[src/rtl/pipe_add.sv]
// pipe_add: add/subtract with carry-in, split into STAGES carry-chained slices, valid/ready handshake,
// latency STAGES cycles; whole pipe freezes while out_valid && !out_ready. Optional clamp: PIPE_ADD_SAT_EN.
module pipe_add #(
  parameter int WIDTH  = 32,
  parameter int STAGES = 4
) (
  input  logic             clk,
  input  logic             rst,
  input  logic             in_valid,
  output logic             in_ready,
  input  logic [WIDTH-1:0] a,
  input  logic [WIDTH-1:0] b,
  input  logic             cin,
  input  logic             sub,
`ifdef PIPE_ADD_SAT_EN
  input  logic             sat,
`endif
  output logic             out_valid,
  input  logic             out_ready,
  output logic [WIDTH-1:0] sum,
  output logic             cout,
  output logic             ovf,
  output logic             zero
);

  localparam int SW = WIDTH / STAGES;

  logic              en;
  logic [STAGES-1:0] vld_q;
  logic [STAGES-1:0] c_q;
  logic [WIDTH-1:0]  a_q  [STAGES];
  logic [WIDTH-1:0]  bx_q [STAGES];
  logic [WIDTH-1:0]  ps_q [STAGES];

  // Index k holds the inputs seen by stage k; index 0 is the port side.
  logic              v_s  [STAGES+1];
  logic              c_s  [STAGES+1];
  logic [WIDTH-1:0]  a_s  [STAGES+1];
  logic [WIDTH-1:0]  bx_s [STAGES+1];
  logic [WIDTH-1:0]  ps_s [STAGES+1];

  logic [SW:0]       slice_d [STAGES];
  logic [WIDTH-1:0]  ps_d    [STAGES];
  logic [STAGES-1:0] c_d;

  logic [WIDTH-1:0]  sum_q, sum_d;
  logic              cout_q, ovf_q, zero_q;
  logic              ovf_d, zero_d;

`ifdef PIPE_ADD_SAT_EN
  logic [STAGES-1:0] sat_q;
  logic              sat_s [STAGES+1];
`endif

  assign out_valid = vld_q[STAGES-1];
  assign en        = !out_valid || out_ready;
  assign in_ready  = en;
  assign sum       = sum_q;
  assign cout      = cout_q;
  assign ovf       = ovf_q;
  assign zero      = zero_q;

  always_comb begin
    v_s[0]  = in_valid;
    c_s[0]  = sub | cin;
    a_s[0]  = a;
    bx_s[0] = sub ? ~b : b;
    ps_s[0] = '0;
`ifdef PIPE_ADD_SAT_EN
    sat_s[0] = sat;
`endif
    for (int k = 0; k < STAGES; k++) begin
      v_s[k+1]  = vld_q[k];
      c_s[k+1]  = c_q[k];
      a_s[k+1]  = a_q[k];
      bx_s[k+1] = bx_q[k];
      ps_s[k+1] = ps_q[k];
`ifdef PIPE_ADD_SAT_EN
      sat_s[k+1] = sat_q[k];
`endif
    end
  end

  // Each stage fills in its own slice of the partial sum and forwards the slice carry.
  always_comb begin
    for (int k = 0; k < STAGES; k++) begin
      slice_d[k] = {1'b0, a_s[k][k*SW +: SW]} + {1'b0, bx_s[k][k*SW +: SW]} + {{SW{1'b0}}, c_s[k]};
      ps_d[k] = ps_s[k];
      ps_d[k][k*SW +: SW] = slice_d[k][SW-1:0];
      c_d[k] = slice_d[k][SW];
    end
  end

  always_comb begin
    sum_d = ps_d[STAGES-1];
    ovf_d = (a_s[STAGES-1][WIDTH-1] == bx_s[STAGES-1][WIDTH-1]) &&
            (ps_d[STAGES-1][WIDTH-1] != a_s[STAGES-1][WIDTH-1]);
`ifdef PIPE_ADD_SAT_EN
    if (sat_s[STAGES-1] && ovf_d) begin
      sum_d = a_s[STAGES-1][WIDTH-1] ? {1'b1, {(WIDTH-1){1'b0}}} : {1'b0, {(WIDTH-1){1'b1}}};
    end
`endif
    zero_d = ~|sum_d;
  end

  // Data registers only load on valid beats so the outputs keep the last result across bubbles.
  always_ff @(posedge clk) begin
    if (rst) begin
      vld_q  <= '0;
      sum_q  <= '0;
      cout_q <= 1'b0;
      ovf_q  <= 1'b0;
      zero_q <= 1'b0;
    end else if (en) begin
      for (int k = 0; k < STAGES; k++) begin
        vld_q[k] <= v_s[k];
        if (v_s[k]) begin
          a_q[k]  <= a_s[k];
          bx_q[k] <= bx_s[k];
          ps_q[k] <= ps_d[k];
          c_q[k]  <= c_d[k];
`ifdef PIPE_ADD_SAT_EN
          sat_q[k] <= sat_s[k];
`endif
        end
      end
      if (v_s[STAGES-1]) begin
        sum_q  <= sum_d;
        cout_q <= c_d[STAGES-1];
        ovf_q  <= ovf_d;
        zero_q <= zero_d;
      end
    end
  end

endmodule
[config.mk]
export PLATFORM = sky130hd
export DESIGN_NAME = pipe_add
export DESIGN_NICKNAME = d
export VERILOG_FILES = /design/src/rtl/pipe_add.sv
export SDC_FILE = /design/constraint.sdc
export NUM_CORES = 1
export LEC_CHECK = 0
export CAP_MARGIN = 30
export CORE_ASPECT_RATIO = 0.8
export CORE_MARGIN = 3
export CORE_UTILIZATION = 44
export DETAILED_ROUTE_END_ITERATION = 10
export GPL_TIMING_DRIVEN = 0
export MAX_ROUTING_LAYER = met4
export PLACE_DENSITY_LB_ADDON = 0.2
export RECOVER_POWER = 25
export SKIP_LAST_GASP = 1
export SYNTH_ARGS = -nofsm -noshare
export SYNTH_HDL_FRONTEND = slang
export SYNTH_SLANG_ARGS = --single-unit
[constraint.sdc]
create_clock -name clk -period 3.4 [get_ports clk]
set_clock_uncertainty 0.05 [all_clocks]
set_input_delay 0.51 -clock clk [delete_from_list [all_inputs] [get_ports clk]]
set_output_delay 0.51 -clock clk [all_outputs]
set_load 0.01 [all_outputs]
Word-level counts from Yosys, hierarchy flattened --
Memory sizes are Yosys's and may differ from the RTL's. Index checks and enable logic that the tools add are counted.
Word-level totals: memories 3, word-level logic and storage cells 50, latch bits 0, bits in writable memories 384, memory bits (read-only) 0, input bits 70, register bits after elaboration 42
Operators by class: $add $sub $neg 8, magnitude comparators 0, multiply operators 0, bitwise operators 3, shifts and indexed selects 0, equal/unequal tests 2, div/mod/pow operators 0, reduce and logical (&&, ||, !) cells 9, multiplexer cells 17
Memory list:
- a_q | words 4, width 32, rd ports 3, clocked after memory_dff 0, wr ports 4, RTL line 31 | logic [WIDTH-1:0] a_q [STAGES];
- bx_q | words 4, width 32, rd ports 3, clocked after memory_dff 0, wr ports 4, RTL line 32 | logic [WIDTH-1:0] bx_q [STAGES];
- ps_q | words 4, width 32, rd ports 3, clocked after memory_dff 0, wr ports 4, RTL line 33 | logic [WIDTH-1:0] ps_q [STAGES];
Operators with widths (count):
- $add 8x8->9 | 4
- $add 9x1->9 | 4
- $mux 32 | 1
- $not 32->32 | 1
- $reduce_or 32->1 | 1
- $mux 1 | 16
- $reduce_and 3->1 | 3
- $logic_not 1->1 | 2
- $reduce_and 2->1 | 1
- $eq 1x1->1 | 1
- $logic_and 1x1->1 | 1
- $logic_or 1x1->1 | 1
- $ne 1x1->1 | 1
- $not 1->1 | 1
- $or 1x1->1 | 1

Logic depth before layout (Yosys ltp) --
depth after elaboration 5, mapped depth 10, mapped depth without buffers 10

Least setup slack after synthesis --
Ideal clock, no wire load.
path kind input to register, from input port sub, to register c_q[0] (data pin), setup time 265 ps, cell stages on the path 9, setup slack 623 ps, arrival 2463 ps, data required time 3085 ps, path buffers 1, cells stage by stage clkbuf_1 -> or2_2 -> fa_1 -> fa_1 -> a21o_1 -> a21oi_1 -> o21bai_1 -> a21oi_1 -> o21ai_0
On the way: cells in the longest elaborated chain, start to end 3
Ends and longest elaborated chain:
- start: declaration | RTL line 14 | input logic sub,
- $mux 32 | RTL line 67 | bx_s[0] = sub ? ~b : b;
- $add 8x8->9 | RTL line 87 | slice_d[k] = {1'b0, a_s[k][k*SW +: SW]} + {1'b0, bx_s[k][k*SW +: SW]} + {{SW{1'b0}}, c_s[k]};
- $add 9x1->9 * | RTL line 87
- net c_d[0] | RTL line 44 | logic [STAGES-1:0] c_d;
- end signal: indexed assignment | RTL line 121 | c_q[k] <= c_d[k];
- end: declaration | RTL line 30 | logic [STAGES-1:0] c_q;
Mark *: on every way through the listed nets, which the timed path passes. The rest lies on a longest branch. A chain may end at the register's enable or synchronous reset.

Worst setup path in the final report --
from input port cin, to register c_q[0] (data pin)
On the way: cells in the longest elaborated chain, start to end 2
Ends and longest elaborated chain:
- start: declaration | RTL line 13 | input logic cin,
- $or 1x1->1 | RTL line 65 | c_s[0] = sub | cin;
- $add 9x1->9 | RTL line 87
- net c_d[0] | RTL line 44
The timed path passes the listed nets, and every way through them passes these cells.

==> metrics.md <==
| Metric | Value |
|---|---|
| Synth Register Bits | 186 |
| IO Pins | 107 |
| Clock Path Buffers | 2 |
| Worst VDD drop | 0.251 mV |
| Detailed placer's ending HPWL | 10.2 mm |
| Slew @ Worst Pin | 0.954 ns |
| Area leader, netlist | edfxtp_1 |
| Vias in the first global route | 4382 |
| Achievable Freq | 357 MHz |
| Via Count | 4327 |
| Largest incremental delay on the critical path | 0.43 ns |
| Placer Congestion | 0.816 |
| Distinct cells, synth | 38 |
| Critical path type | in2reg |
| Syn avg cell area | 14.0 µm² |
| Grt ovf | 0 |
| Placed cell areas | 0.00877 mm² |
| CP startpoint kind | input pin |
| Wirelength, routed | 13.8 mm |
| Min-delay src | bx_q[1][26]$_DFFE_PP_ |
| Largest fanout on the critical path | 2 |
| WHS | 0.366 ns |
| Critical path arrival | 2.90 ns |
| Minimum clock period | 2.80 ns |
| Most common cell after layout, fill and taps aside | edfxtp_1 |
| Clock sinks | 186 |
| Setup violations, final | 0 |
| CP bufs+invs | 1 |
| Max cap viols | 0 |
| Die area | 0.0184 mm² |
| CP max-delay cell | fa_1 |
| Number of setup buffers added after CTS | 0 |
| Post-Synthesis Cell Area | 0.00740 mm² |
| DRT iter0 DRCs | 286 |
| WL per Instance | 15.6 µm |
| Min-Delay Path Depth | 0 |
| Reg-to-reg startpoint | c_q[2]$_DFFE_PP_ |
| Share of the yosys chip area belonging to registers | 70.2% |
| CP endpoint kind | register |
| Initial antenna violation count | 1 |
| Power per cell area | 523 mW/mm² |
| Die width | 151 µm |
| Core Area | 0.0161 mm² |
| Reg-to-Reg End | zero$_SDFFE_PP0P_ |
| Fill cell count | 1290 |
| Largest net degree at the start of global routing | 41 |
| Area share of the largest cell type after synthesis | 59.6% |
| Delay-heaviest family, CP | compound AO/OA/AOI/OAI gates |
| Die height | 122 µm |
| CTS resizes | 0 |
| GRT Util Overall | 16.4% |
| TritonCTS Buffers | 17 |
| R2R depth | 8 |
| Reg clk slew, reported paths | 0.06 ns |
| Post-layout nets | 761 |
| Clk_lat worst skew | 0.43 ns |
| Layout cells sized above 1 | 7.78% |
| Pwr Total | 4.91 mW |
| Hold Path End | bx_q[2][26]$_DFFE_PP_ |
| Worst-path cell chain | clkdlybuf4s50_1, or2_2, fa_1, fa_1, a21o_1, a21oi_1, o21bai_1, a21oi_1, o21ai_0 |
| Rel. slew slack | 36.4% |
| Worst EP required | 3.50 ns |
| # hold bufs at CTS | 0 |
| Final hold vios | 0 |
| Multi-input logic area | 0.00206 mm² |
| Slew Viols, Final | 0 |
| Area growth syn-to-layout | 26.8% |
| Tcrit/Tclk final | 82.3% |
| Number of cells on the critical path | 9 |
| IO buf count | 105 |
| Global-route wire length before repair | 22.0 mm |
| Syn. warnings | 0 |
| CTS tree | built |
| Hold Path Class | reg2reg |
| RSZ-0062 raised after global routing | no |
| DRC viols | 0 |
| Row count | 41 |
| Drt via density | 4.89 |
| Syn nets | 634 |
| Post-DRT Antenna Nets | 0 |
| Root Buffer | clkbuf_16 |
| FF-to-FF setup slack | 0.92 ns |
| Most frequent cells in the layout | 147 x edfxtp_1, 85 x clkdlybuf4s50_1, 73 x nand2_1 |
| Synth area leaders | edfxtp_1 60%, dfxtp_1 11%, xor2_1 5.0%, ha_1 4.7%, nand2_1 3.7% |
| Post-Synthesis Cells | 528 |
| Design area | 0.00939 mm² |
| Lkg Pwr | 3.33 nW |
| Starting Density | 46.0% |
| Register Area | 0.00519 mm² |
| H-tree depth | 4 |
| DRT Pass-1 Iters | 4 |
| Status | finished, final reports clean |
==> metal layers <==
metal	global-route usage, %	wire [µm]	vias up
li1	-	-	2128
met2	24.9	6590	114
met4	5.89	240	0
met1	21.3	6220	2068
met3	4.69	762	17
met5	-	0	-
==> synth_stat cells (all sizes together) <==
library cell,n
fa,8
nor4b,2
nand4,2
a22oi,1
edfxtp,147
a21oi,47
o21bai,3
and2b,1
o21ai,13
and2,7
nand2,73
xnor2,12
a21boi,2
xor2,42
a2111oi,2
o22a,1
and3,1
nand3b,1
o41ai,1
a21o,2
a211oi,4
nor2b,4
inv,22
or3,3
clkbuf,5
ha,28
dfxtp,39
o211ai,1
o21a,4
or2,1
nand3,1
nor4,5
nor2,26
buf,10
nand2b,3
nor3,4
==> per-stage QoR <==
| stage | std cells | util, % | TNS (ns) | setup slack (ns) |
|---|---|---|---|---|
| after floorplan | 528 | - | 0 | 0.623 |
| after global placement | 848 | 54.1 | -44.35 | -0.586 |
| after detailed placement | 850 | 54.5 | 0 | 0.162 |
| after CTS | 882 | 58.1 | 0 | 0.615 |
| after global routing | 884 | 58.3 | 0 | 0.448 |
| final | 884 | 58.3 | 0 | 0.602 |
==> layout make-up <==
class	instances	share of cell area, %
sequential	186	55.4
multi-input combinational	305	21.9
timing repair buffer	108	11.9
clock buffer	20	4.97
tap	215	2.87
clock inverter	12	1.31
inverter	22	0.880
buffer	15	0.733
antenna	1	0.0267
==> logic make-up (layout without fill, tap and decap cells) <==
logic type,Yosys count,in the layout,synth area share (%)
and+or+nand+nor,134,134,8.00
DFF,186,186,70.2
xor gates and xnor gates,54,54,6.39
other,0,1,0
buffers and inverters,37,177,2.05
adders and majority gates,36,36,6.90
AOI/OAI and AO/OA,81,81,6.49
==> worst register-to-register path, cell delays in order, from the launching register on <==
cell and delay (ns):
edfxtp_1 0.33, inv_1 0.07, fa_1 0.45, fa_1 0.53, nor4b_1 0.33, nand4_1 0.18
nor2_1 0.19, nand4_1 0.13, o21ai_2 0.15
==> worst max-delay path by stage <==
stage / from / endpoint / slack [ns]
floorplan: sub / c_q[0]$_DFFE_PP_ / 0.62
global placement: out_ready / a_q[0][25]$_DFFE_PP_ / -0.59
detailed placement: cin / c_q[0]$_DFFE_PP_ / 0.16
CTS: cin / c_q[0]$_DFFE_PP_ / 0.62
global route: cin / c_q[0]$_DFFE_PP_ / 0.45
finish: cin / c_q[0]$_DFFE_PP_ / 0.60
==> flip-flops by register name (all words and copies together), names as in the netlist <==
signal and flops:
zero 1, vld_q 4, bx_q 48, sum 32
cout 1, c_q 3, a_q 48, ovf 1
ps_q 48
==> power breakdown <==
group | switching, mW | leakage, nW | internal (mW) | total [mW]
combinational | 0.189 | 1.37 | 0.193 | 0.383
sequential | 0.0279 | 1.67 | 2.56 | 2.59
clock | 0.806 | 0.283 | 1.13 | 1.94
total | 1.02 | 3.33 | 3.89 | 4.91
Power figures use the tool's default switching activity.
